`config.mk`:
```
export PLATFORM = sky130hd
export DESIGN_NAME = cacheline_mem_adapter
export DESIGN_NICKNAME = d
export VERILOG_FILES = /design/src/rtl/otter_mem_pkg.sv /design/src/rtl/cacheline_mem_adapter.sv
export SDC_FILE = /design/constraint.sdc
export NUM_CORES = 1
export LEC_CHECK = 0
export CORE_AREA = 4 4 256 258
export CTS_CLUSTER_SIZE = 8
export DETAILED_ROUTE_END_ITERATION = 12
export DIE_AREA = 0 0 260 262
export GPL_TIMING_DRIVEN = 0
export PLACE_DENSITY = 0.74
export SYNTH_ARGS = -nofsm -noshare
export SYNTH_HDL_FRONTEND = slang
export SYNTH_SLANG_ARGS = --single-unit
export TNS_END_PERCENT = 50
```
`constraint.sdc`:
```
create_clock -name clk -period 2.8 [get_ports clk]
set_input_delay 0.56 -clock clk [delete_from_list [all_inputs] [get_ports clk]]
set_output_delay 0.56 -clock clk [all_outputs]
set_load 0.1 [all_outputs]
```
`src/rtl/otter_mem_pkg.sv`:
```
// Shared types for the cache-line memory adapter.
// Latency: none (types and constants only).
// Backpressure: none (types and constants only).
package otter_mem_pkg;

  localparam int DEFAULT_BURST_LEN  = 32;
  localparam int DEFAULT_LINE_WIDTH = 256;

  typedef logic [DEFAULT_LINE_WIDTH-1:0] line_t;

  typedef enum logic [2:0] {
    IDLE,
    RD_BEAT,
    WR_BEAT,
    GAP,
    DONE
  } adapter_state_t;

endpackage

```
`src/rtl/cacheline_mem_adapter.sv`:
```
// Splits one cache-line fill/writeback into BEATS single-beat memory transactions.
// Latency: 2*BEATS cycles from accept to the edge sampling line_resp, plus one per memory wait cycle.
// Backpressure: each beat holds until mem_resp; a per-beat timeout aborts the line with line_error.
module cacheline_mem_adapter
  import otter_mem_pkg::*;
#(
  parameter int BURST_LEN  = DEFAULT_BURST_LEN,
  parameter int LINE_WIDTH = DEFAULT_LINE_WIDTH,
  parameter int TIMEOUT    = 1024
) (
  input  logic                    clk,
  input  logic                    rst,
  input  logic                    line_read,
  input  logic                    line_write,
  input  logic [31:0]             line_addr,
  input  logic [LINE_WIDTH-1:0]   line_wdata,
  output logic [LINE_WIDTH-1:0]   line_rdata,
  output logic                    line_resp,
  output logic                    line_error,
  output logic                    busy,
  output logic                    mem_read,
  output logic                    mem_write,
  output logic [31:0]             mem_address,
  output logic [BURST_LEN-1:0]    mem_wdata,
  output logic [BURST_LEN/8-1:0]  mem_byte_enable,
  input  logic                    mem_resp,
  input  logic [BURST_LEN-1:0]    mem_rdata
);

  localparam int BEATS = LINE_WIDTH / BURST_LEN;
  localparam int BYTES = BURST_LEN / 8;
  localparam int OFS   = $clog2(LINE_WIDTH / 8);
  localparam int CW    = (BEATS > 1) ? $clog2(BEATS) : 1;
  localparam int TW    = (TIMEOUT > 1) ? $clog2(TIMEOUT + 1) : 1;

  localparam logic [31:0]   LINE_MASK = ~((32'd1 << OFS) - 32'd1);
  localparam logic [CW-1:0] LAST_BEAT = CW'(BEATS - 1);
  // Last count value before the limit; the edge that sees it is the limit-th wait cycle.
  localparam logic [TW-1:0] TLAST     = TW'(TIMEOUT - 1);

  adapter_state_t          state;
  logic                    wr_txn;
  logic [31:0]             base;
  logic [LINE_WIDTH-1:0]   wbuf;
  logic [CW-1:0]           count;
  logic [TW-1:0]           tcnt;

  function automatic logic [31:0] beat_address(input logic [31:0] b, input logic [CW-1:0] c);
    return b + (32'(c) * 32'(BYTES));
  endfunction

  assign busy = (state != IDLE);

  // Line FSM: accepts requests in IDLE, sequences beats with a one-cycle gap, and reports in DONE.
  always_ff @(posedge clk or negedge rst) begin
    if (!rst) begin
      state           <= IDLE;
      wr_txn          <= 1'b0;
      base            <= '0;
      wbuf            <= '0;
      count           <= '0;
      tcnt            <= '0;
      line_rdata      <= '0;
      line_resp       <= 1'b0;
      line_error      <= 1'b0;
      mem_read        <= 1'b0;
      mem_write       <= 1'b0;
      mem_address     <= '0;
      mem_wdata       <= '0;
      mem_byte_enable <= '0;
    end else begin
      case (state)
        IDLE: begin
          // Write wins when both are requested.
          if (line_write) begin
            wr_txn          <= 1'b1;
            base            <= line_addr & LINE_MASK;
            wbuf            <= line_wdata;
            count           <= '0;
            tcnt            <= '0;
            mem_write       <= 1'b1;
            mem_address     <= line_addr & LINE_MASK;
            mem_wdata       <= line_wdata[BURST_LEN-1:0];
            mem_byte_enable <= '1;
            state           <= WR_BEAT;
          end else if (line_read) begin
            wr_txn          <= 1'b0;
            base            <= line_addr & LINE_MASK;
            count           <= '0;
            tcnt            <= '0;
            line_rdata      <= '0;
            mem_read        <= 1'b1;
            mem_address     <= line_addr & LINE_MASK;
            mem_byte_enable <= '1;
            state           <= RD_BEAT;
          end
        end
        RD_BEAT, WR_BEAT: begin
          // A response on the limit cycle still wins over the timeout.
          if (mem_resp) begin
            if (state == RD_BEAT) begin
              line_rdata[int'(count)*BURST_LEN +: BURST_LEN] <= mem_rdata;
            end
            mem_read        <= 1'b0;
            mem_write       <= 1'b0;
            mem_byte_enable <= '0;
            tcnt            <= '0;
            if (count == LAST_BEAT) begin
              line_resp  <= 1'b1;
              line_error <= 1'b0;
              state      <= DONE;
            end else begin
              count <= count + CW'(1);
              state <= GAP;
            end
          end else if ((TIMEOUT != 0) && (tcnt == TLAST)) begin
            mem_read        <= 1'b0;
            mem_write       <= 1'b0;
            mem_byte_enable <= '0;
            line_resp       <= 1'b1;
            line_error      <= 1'b1;
            state           <= DONE;
          end else begin
            tcnt <= tcnt + TW'(1);
          end
        end
        GAP: begin
          tcnt            <= '0;
          mem_address     <= beat_address(base, count);
          mem_byte_enable <= '1;
          if (wr_txn) begin
            mem_write <= 1'b1;
            mem_wdata <= wbuf[int'(count)*BURST_LEN +: BURST_LEN];
            state     <= WR_BEAT;
          end else begin
            mem_read <= 1'b1;
            state    <= RD_BEAT;
          end
        end
        DONE: begin
          line_resp  <= 1'b0;
          line_error <= 1'b0;
          state      <= IDLE;
        end
        default: state <= IDLE;
      endcase
    end
  end

endmodule

```
# Word-level counts from Yosys, hierarchy flattened
# Index checks and enable logic that the tools add are counted.
# totals
regBits	634
inputBits	325
output_inout_bits	329
word_cells	111
# op_classes
addsub	4
n_eq_ne	18
shifts	3
n_mux	52
n_reduce_logical	20
# op_table
cell	n
2-to-1 mux 256 bit	4
one-hot mux 256 bit (2 select lines)	1
bitwise mux 256 bit	1
variable shift 32 x 33 -> 256 bit (first input constant)	1
indexed part select 256 x 9 -> 32 bit	1
indexed part select 32 x 33 -> 256 bit	1
2-to-1 mux 32 bit	4
one-hot mux 32 bit (2 select lines)	2
2-to-1 mux 11 bit	4
negator 8 -> 33 bit	1
one-hot mux 11 bit (3 select lines)	1
adder 32 x 5 -> 32 bit	1
2-to-1 mux 3 bit	9
2-to-1 mux 4 bit	4
!= test 2 bit (second input constant)	8
2-to-1 mux 1 bit	14
!= test 3 bit (second input constant)	4
one-hot mux 4 bit (3 select lines)	1
AND reduction 3 bit	4
adder 11 x 1 -> 11 bit (second input constant)	1
== test 11 x 10 -> 1 bit (second input constant)	1
AND reduction 5 bit	2
one-hot mux 3 bit (3 select lines)	1
AND reduction 2 bit	4
other kinds (13)	22

# Longest topological paths before layout
# Gate-level depths: netlist of run 1.
# depth
depth_word	6
depth_mapped	10
mapped_depth_nobuf	7

# Least setup slack after synthesis of run 1
# OpenSTA, ideal clock, no wires.
# synth_path
kind	reg2reg
startpoint	reg count[0]
endpoint	reg line_rdata[225]
setup_ns	0.069
t_arrival_ns	2.313
required_ns	2.731
path_slack_ns	0.418
path_stages_with_launch	9
path_buffers	2
period_less_slack_ns	2.382
cell_sequence	dfrtp_1 > clkbuf_1 > inv_1 > ha_1 > ha_1 > or3b_2 > nor2_1 > clkbuf_1 > a22o_1
# synth_between
elab_chain_len	6
elab_cells_between_ends	7
cone_classes	add/sub: 1; shift: 2; mux: 4
# synth_rtl
element	line	text
from (decl)	cacheline_mem_adapter.sv:45	logic [CW-1:0] count;
from (signal assigned)	cacheline_mem_adapter.sv:113	count <= count + CW'(1);
negator 8 -> 33 bit *	cacheline_mem_adapter.sv:102	line_rdata[int'(count)*BURST_LEN +: BURST_LEN] <= mem_rdata;
indexed part select 32 x 33 -> 256 bit or variable shift 32 x 33 -> 256 bit (tied branches)	cacheline_mem_adapter.sv:102	
bitwise mux 256 bit *	cacheline_mem_adapter.sv:102	
2-to-1 mux 256 bit *	cacheline_mem_adapter.sv:101	if (state == RD_BEAT) begin
2-to-1 mux 256 bit *	cacheline_mem_adapter.sv:100	if (mem_resp) begin
one-hot mux 256 bit (2 select lines) *	cacheline_mem_adapter.sv:72	case (state)
to (signal, indexed assignment)	cacheline_mem_adapter.sv:102	
to (decl)	cacheline_mem_adapter.sv:17	output logic [LINE_WIDTH-1:0] line_rdata,
# Mark *: on every way between the ends. The rest lies on a longest branch, timed or not. The select of a mux whose other input is x is not followed.
# A chain may end at the register's enable or synchronous reset.

# Final worst setup path of run 1
# layout_path
startpoint	reg line_rdata[221]
endpoint	out line_rdata[221]
# No word-level cell between the ends.

==> results of run 1 <==
worst reg2reg max path, cell delays in order, from the launching register on:
cell and delay, ns:
dfrtp_1 0.38, clkbuf_4 0.21, inv_1 0.17, ha_1 0.21, ha_2 0.33, or3b_4 0.45
nor2_1 0.14, o21ai_2 0.19, buf_2 0.28, a22o_1 0.26
cell usage in the layout, fill, tap and decap left out, drive strengths merged, types with 13 or more instances in the layout:
master and count:
a21o 29, a22o 281, a22oi 64, a31oi 35, buf 135, clkbuf 144
clkdlybuf4s50 565, dfrtp 624, dlygate4sd2 38, inv 15, mux2 284, mux2i 129
nand2 50, nand3 40, nor2 54, o21ai 13
state kept, by name (all words and copies together) (netlist names):
register	cells
line_rdata	256
wbuf	256
mem_wdata	32
mem_address	30
base	27
tcnt	11
count	3
state	3
line_error	1
line_resp	1
mem_byte_enable	1
mem_read	1
mem_write	1
wr_txn	1
worst paths after layout:
| check | endpoint | start | cells after the start | slack [ns] |
|---|---|---|---|---|
| max in group asynchronous | line_rdata[213]$_DFFE_PN0P_ | rst | 4 | 0.72 |
| worst max register to register | line_rdata[164]$_DFFE_PN0P_ | count[0]$_DFFE_PN0P_ | 9 | 0.05 |
| min in group asynchronous | wbuf[37]$_DFFE_PN0P_ | rst | 2 | 0.49 |
| worst min register to register | mem_address[5]$_DFFE_PN0P_ | mem_address[5]$_DFFE_PN0P_ | 1 | 0.47 |
| worst min-delay path | line_rdata[139]$_DFFE_PN0P_ | mem_rdata[11] | 2 | 0.43 |
| worst max-delay path | line_rdata[221] | line_rdata[221]$_DFFE_PN0P_ | 1 | 0.03 |
kinds of logic after synthesis:
| kind of cell | share of synthesized area |
|---|---|
| and+or+nand+nor | 0.0343 |
| xor gates and xnor gates | 0.000341 |
| buffers and inverters | 0.0337 |
| AOI/OAI and AO/OA | 0.145 |
| other | 0.000146 |
| DFF | 0.608 |
| adders and majority gates | 0.00331 |
| muxes | 0.175 |
report_power, final:
group          switching, µW  total [µW]  internal (µW)  leakage [µW]
clock                   3860        9600           5740       0.00117
combinational          14000       20900           6860       0.00657
sequential              1920       14200          12200       0.00792
total                  19800       44700          24800        0.0157
stage by stage:
| step | std cells | cell area (µm²) | setup TNS [ns] |
|---|---|---|---|
| finish | 3457 | 35500 | 0 |
| global route | 3448 | 35500 | -0.0695 |
| CTS | 3445 | 35400 | -0.101 |
| detailed placement | 3346 | 33000 | -133.89 |
| global placement | 3341 | 32900 | - |
| floorplan | 1881 | 25700 | 0 |
metal layers:
| metal | global-route usage | vias up | share of wire |
|---|---|---|---|
| li1 | - | 8386 | - |
| met3 | 0.0957 | 238 | 0.10 |
| met1 | 0.302 | 9995 | 0.36 |
| met4 | 0.123 | 32 | 0.050 |
| met2 | 0.446 | 975 | 0.48 |
| met5 | 0 | - | 0.0023 |
final cells by class:
type                            instances  area, µm²
Clock buffer                           92       2250
Tap cell                              846       1060
Antenna cell                           12       30.0
Timing Repair Buffer                  620       6250
Sequential cell                       624      15600
Inverter                               11       41.3
Clock inverter                          7        148
Fill cell                            5029      27400
Buffer                                177        851
Multi-Input combinational cell       1068       9280
repair_timing:
item	CTS	global route
setup buffers	0	0
hold buffers	1	0
resized for setup	64	41
endpoints found under the setup margin	308	215
hold endpoints to repair	67	0
==> results_dict.tcl, run 1 <==
set metrics [dict create \
    worst_slack_ns 0.0315 \
    min_period_over_period 0.989 \
    ys_warn_count 0 \
    grt_pass1_vias 20700 \
    path_cells "clkdlybuf4s50_1" \
    core_um2 63000 \
    synth_area_leaders "dfrtp_1 61%, mux2_2 12%, a22o_1 9.6%, mux2i_1 5.0%, a22oi_1 1.9%" \
    rsz0062_at_grt "true" \
    die_x_um 260 \
    synth.top_cells.by_count "624 x dfrtp_1, 284 x mux2_2, 281 x a22o_1, 129 x mux2i_1, 81 x buf_2" \
    tightest_slew_ns 1.20 \
    via_count 19600 \
    dpl_worst_slack_ns -0.866 \
    cts.clk_slew.worst_paths_ns 0.05 \
    syn_to_final_growth_pct 38.3 \
    die_h_um 262 \
    start_util 0.408 \
    dieArea_um2 68100 \
    fmax_mhz 361 \
    dp_hpwl_um 70600 \
    finalClockSkew_ns 0.0327 \
    fin_crit_ns 2.77 \
    post-synth-top-count-cell "dfrtp_1" \
    wl_per_cell_um 26.8 \
    clock_latency_ns 0.62 \
    syn_inst 1880 \
    routed_wl_um 92800 \
    power.total_uw 44700 \
    port_buffers 614 \
    final_antenna_net_count 0 \
    syn-cell-area_um2 25700 \
    yosysUniqueCellTypes 58 \
    clock_sinks 624 \
    routabilityCongestion 0.922 \
    worstSetupStartpointType "register" \
    holdWs_ns 0.430 \
    grt_start_max_net_pins 128 \
    grt_pass1_wl_um 135000 \
    nets 2921 \
    synth_ff_type "dfrtp_1" \
    cp_max_fo 2 \
    first_pass_iters 5 \
    synthArstFlopShare 1.00 \
    p_per_area_nw_per_um2 1260 \
    critical-path-max-stage-delay_ns 1.18 \
    ys_seq_elements 624 \
    rows 92 \
    peakVddDrop_mv 0.981 \
    synth.top_cell.area_share 0.608 \
    drc 0 \
    drt-initial-drc-count 1230 \
    crit_required_ns 2.24 \
    crit_type "reg -> out" \
    finalMaxSlewViolations 0 \
    drive_above_1_share 0.202 \
    hp-class "in -> reg" \
    synth.largest_area_cell "dfrtp_1" \
    grt-ovfl-total 0 \
    synth_edf_count 0 \
    syn_avg_cell_area_um2 13.7 \
    worst_slew_margin_rel 0.203 \
    cts_tree "yes" \
    clock_path_buffers 3 \
    critPathBufInv 1 \
    cts_made_buffers 88 \
    utilization 0.564 \
    cap_violations 0 \
    finalSetupViolCount 0 \
    grt_usage 0.265 \
    viasPerCell 5.68 \
    h-tree-depth 3 \
    cp_top_family "buffers and inverters" \
    hold_viol_final 0 \
    cts-root-buf "clkbuf_16" \
    p_leak_uw 0.0157 \
    pin_count 654 \
    antenna_found_initial 31 \
    seq_area_frac_synth 0.608 \
    crit_slowest_cell "clkdlybuf4s50_1" \
    worst_ep_arrival_time_ns 2.21 \
    status "finished clean" \
    endpoint_kind "output port" \
]
Note: power is estimated with default switching activity, not from simulation.
==> run 2, diff against run 1 <==
--- a/config.mk
+++ b/config.mk
@@ -9,6 +9,7 @@
 export CTS_CLUSTER_SIZE = 8
 export DETAILED_ROUTE_END_ITERATION = 12
 export DIE_AREA = 0 0 260 262
+export GPL_ROUTABILITY_DRIVEN = 0
 export GPL_TIMING_DRIVEN = 0
 export PLACE_DENSITY = 0.74
 export SYNTH_ARGS = -nofsm -noshare
==> run 2 against run 1 <==
Net effect: clock-buffer cell count increased by 1; core utilization about the same; worst setup slack worse by 0.0057 ns; non-clock buffer count is 1 higher; global-route usage is essentially flat; largest power group unchanged; highest routed layer unchanged.
==> results_dict.tcl, run 2 (same netlist as run 1, synthesis figures left out) <==
set metrics [dict create \
    die_h_um 262 \
    layout_commonest_cell "dfrtp_1" \
    hp-class "in -> async" \
    worst_slack_ns 0.0258 \
    p_per_area_nw_per_um2 1260 \
    grt_pass1_vias 20800 \
    nets 2922 \
    grt_usage 0.265 \
    crit_slowest_cell "clkdlybuf4s50_1" \
    finalInstanceArea_um2 35500 \
    cts_tree "yes" \
    syn_to_final_growth_pct 38.4 \
    wl_per_cell_um 26.9 \
    pin_count 654 \
    cts_made_buffers 88 \
    clock_sinks 624 \
    dp_hpwl_um 70500 \
    worst_ep_arrival_time_ns 2.21 \
    fin_crit_ns 2.77 \
    routed_wl_um 92800 \
    critPathLaunch "line_rdata[25]$_DFFE_PN0P_" \
    critPathBufInv 1 \
    reg2reg_from "count[0]$_DFFE_PN0P_" \
    fmax_mhz 360 \
    port_buffers 614 \
    worstSetupStartpointType "register" \
    final_cell_mix "624 x dfrtp_1, 566 x clkdlybuf4s50_1, 284 x mux2_2, 281 x a22o_1, 129 x mux2i_1" \
    clock_latency_ns 0.62 \
    area.sequential_um2 15600 \
    start_util 0.408 \
    met2_usage 0.445 \
    core_um2 63000 \
    min_period_over_period 0.991 \
    drive_above_1_share 0.200 \
    grt_use_met1 0.310 \
    crit_required_ns 2.24 \
    finalMaxSlewViolations 0 \
    viasPerCell 5.66 \
    first_pass_iters 5 \
    endpoint_kind "output port" \
    final_antenna_net_count 0 \
    rows 92 \
    dieArea_um2 68100 \
    hold_viol_final 0 \
    cp_top_family "buffers and inverters" \
    top_usage_layer "met2" \
    status "finished clean" \
    die_x_um 260 \
    cts.clk_slew.worst_paths_ns 0.05 \
    grt-ovfl-total 0 \
    grt_pass1_wl_um 135000 \
    place_area_um2 33000 \
    rsz0062_at_grt "true" \
    tightest_slew_ns 1.17 \
    critical-path-max-stage-delay_ns 1.20 \
    drt-initial-drc-count 1410 \
    fill_cells 5109 \
    multi_input_area_um2 9270 \
    via_count 19500 \
    antenna_found_initial 22 \
    clock_path_buffers 3 \
    finalClockSkew_ns 0.0355 \
    utilization 0.564 \
    path_cells "clkdlybuf4s50_1" \
    worst_slew_margin_rel 0.221 \
    h-tree-depth 3 \
    grt_start_max_net_pins 131 \
    p_leak_uw 0.0157 \
    peakVddDrop_mv 0.867 \
    use_met3 0.0857 \
    cap_violations 0 \
    finalSetupViolCount 0 \
    top_regs "line_rdata: 256 flops, wbuf: 256 flops, mem_wdata: 32 flops" \
    dpl_worst_slack_ns -0.824 \
    cp_max_fo 2 \
    crit_type "reg -> out" \
    drc 0 \
    cts-root-buf "clkbuf_16" \
]
[run 2: layer usage]
metal	share of wire	vias to the layer above
met3	0.091	228
met1	0.37	10000
met4	0.047	28
met5	0.0020	-
met2	0.49	886
li1	-	8389
[run 2: final cells by class]
cell class | count | area share
Tap cell | 846 | 0.0298
Buffer | 178 | 0.0243
Inverter | 11 | 0.00116
Clock buffer | 93 | 0.0642
Timing Repair Buffer | 620 | 0.177
Sequential cell | 624 | 0.439
Multi-Input combinational cell | 1068 | 0.261
Clock inverter | 6 | 0.00349
Antenna cell | 7 | 0.000493
[run 2: power breakdown]
group          total [µW]  leakage [µW]  switching [µW]  internal, µW
Clock                9550       0.00118            3830          5720
Sequential          14200       0.00792            1930         12200
Combinational       20900       0.00665           14000          6860
[run 2: path summary, 6_finish.rpt]
path                                          endpoint  slack, ns  cells past startpoint
max                                     line_rdata[25]       0.03                      1
min                                wbuf[5]$_DFFE_PN0P_       0.36                      2
max reg2reg                 line_rdata[25]$_DFFE_PN0P_       0.05                      9
min reg2reg                mem_address[30]$_DFFE_PN0P_       0.47                      1
max in group asynchronous  line_rdata[120]$_DFFE_PN0P_       0.42                      5
min in group clk           line_rdata[225]$_DFFE_PN0P_       0.44                      2
[run 2: timing repair]
action / CTS / global route
hold buffers: 1 / 0
gates resized for setup: 59 / 42
setup buffers: 0 / 0
hold endpoints to repair: 17 / 0
endpoints found under the setup margin: 300 / 224
[run 2: stage by stage]
step           hold WS (ns)  cells  TNS [ns]  power (µW)
4_1_cts               0.322   3446   -0.0665       44900
6_report              0.358   3453         0       44600
3_3_place_gp          0.460   3341         -       34800
2_1_floorplan         0.264   1881         0       28900
3_5_place_dp          0.407   3346   -130.40       35200
5_1_grt               0.351   3450     -3.13       46600
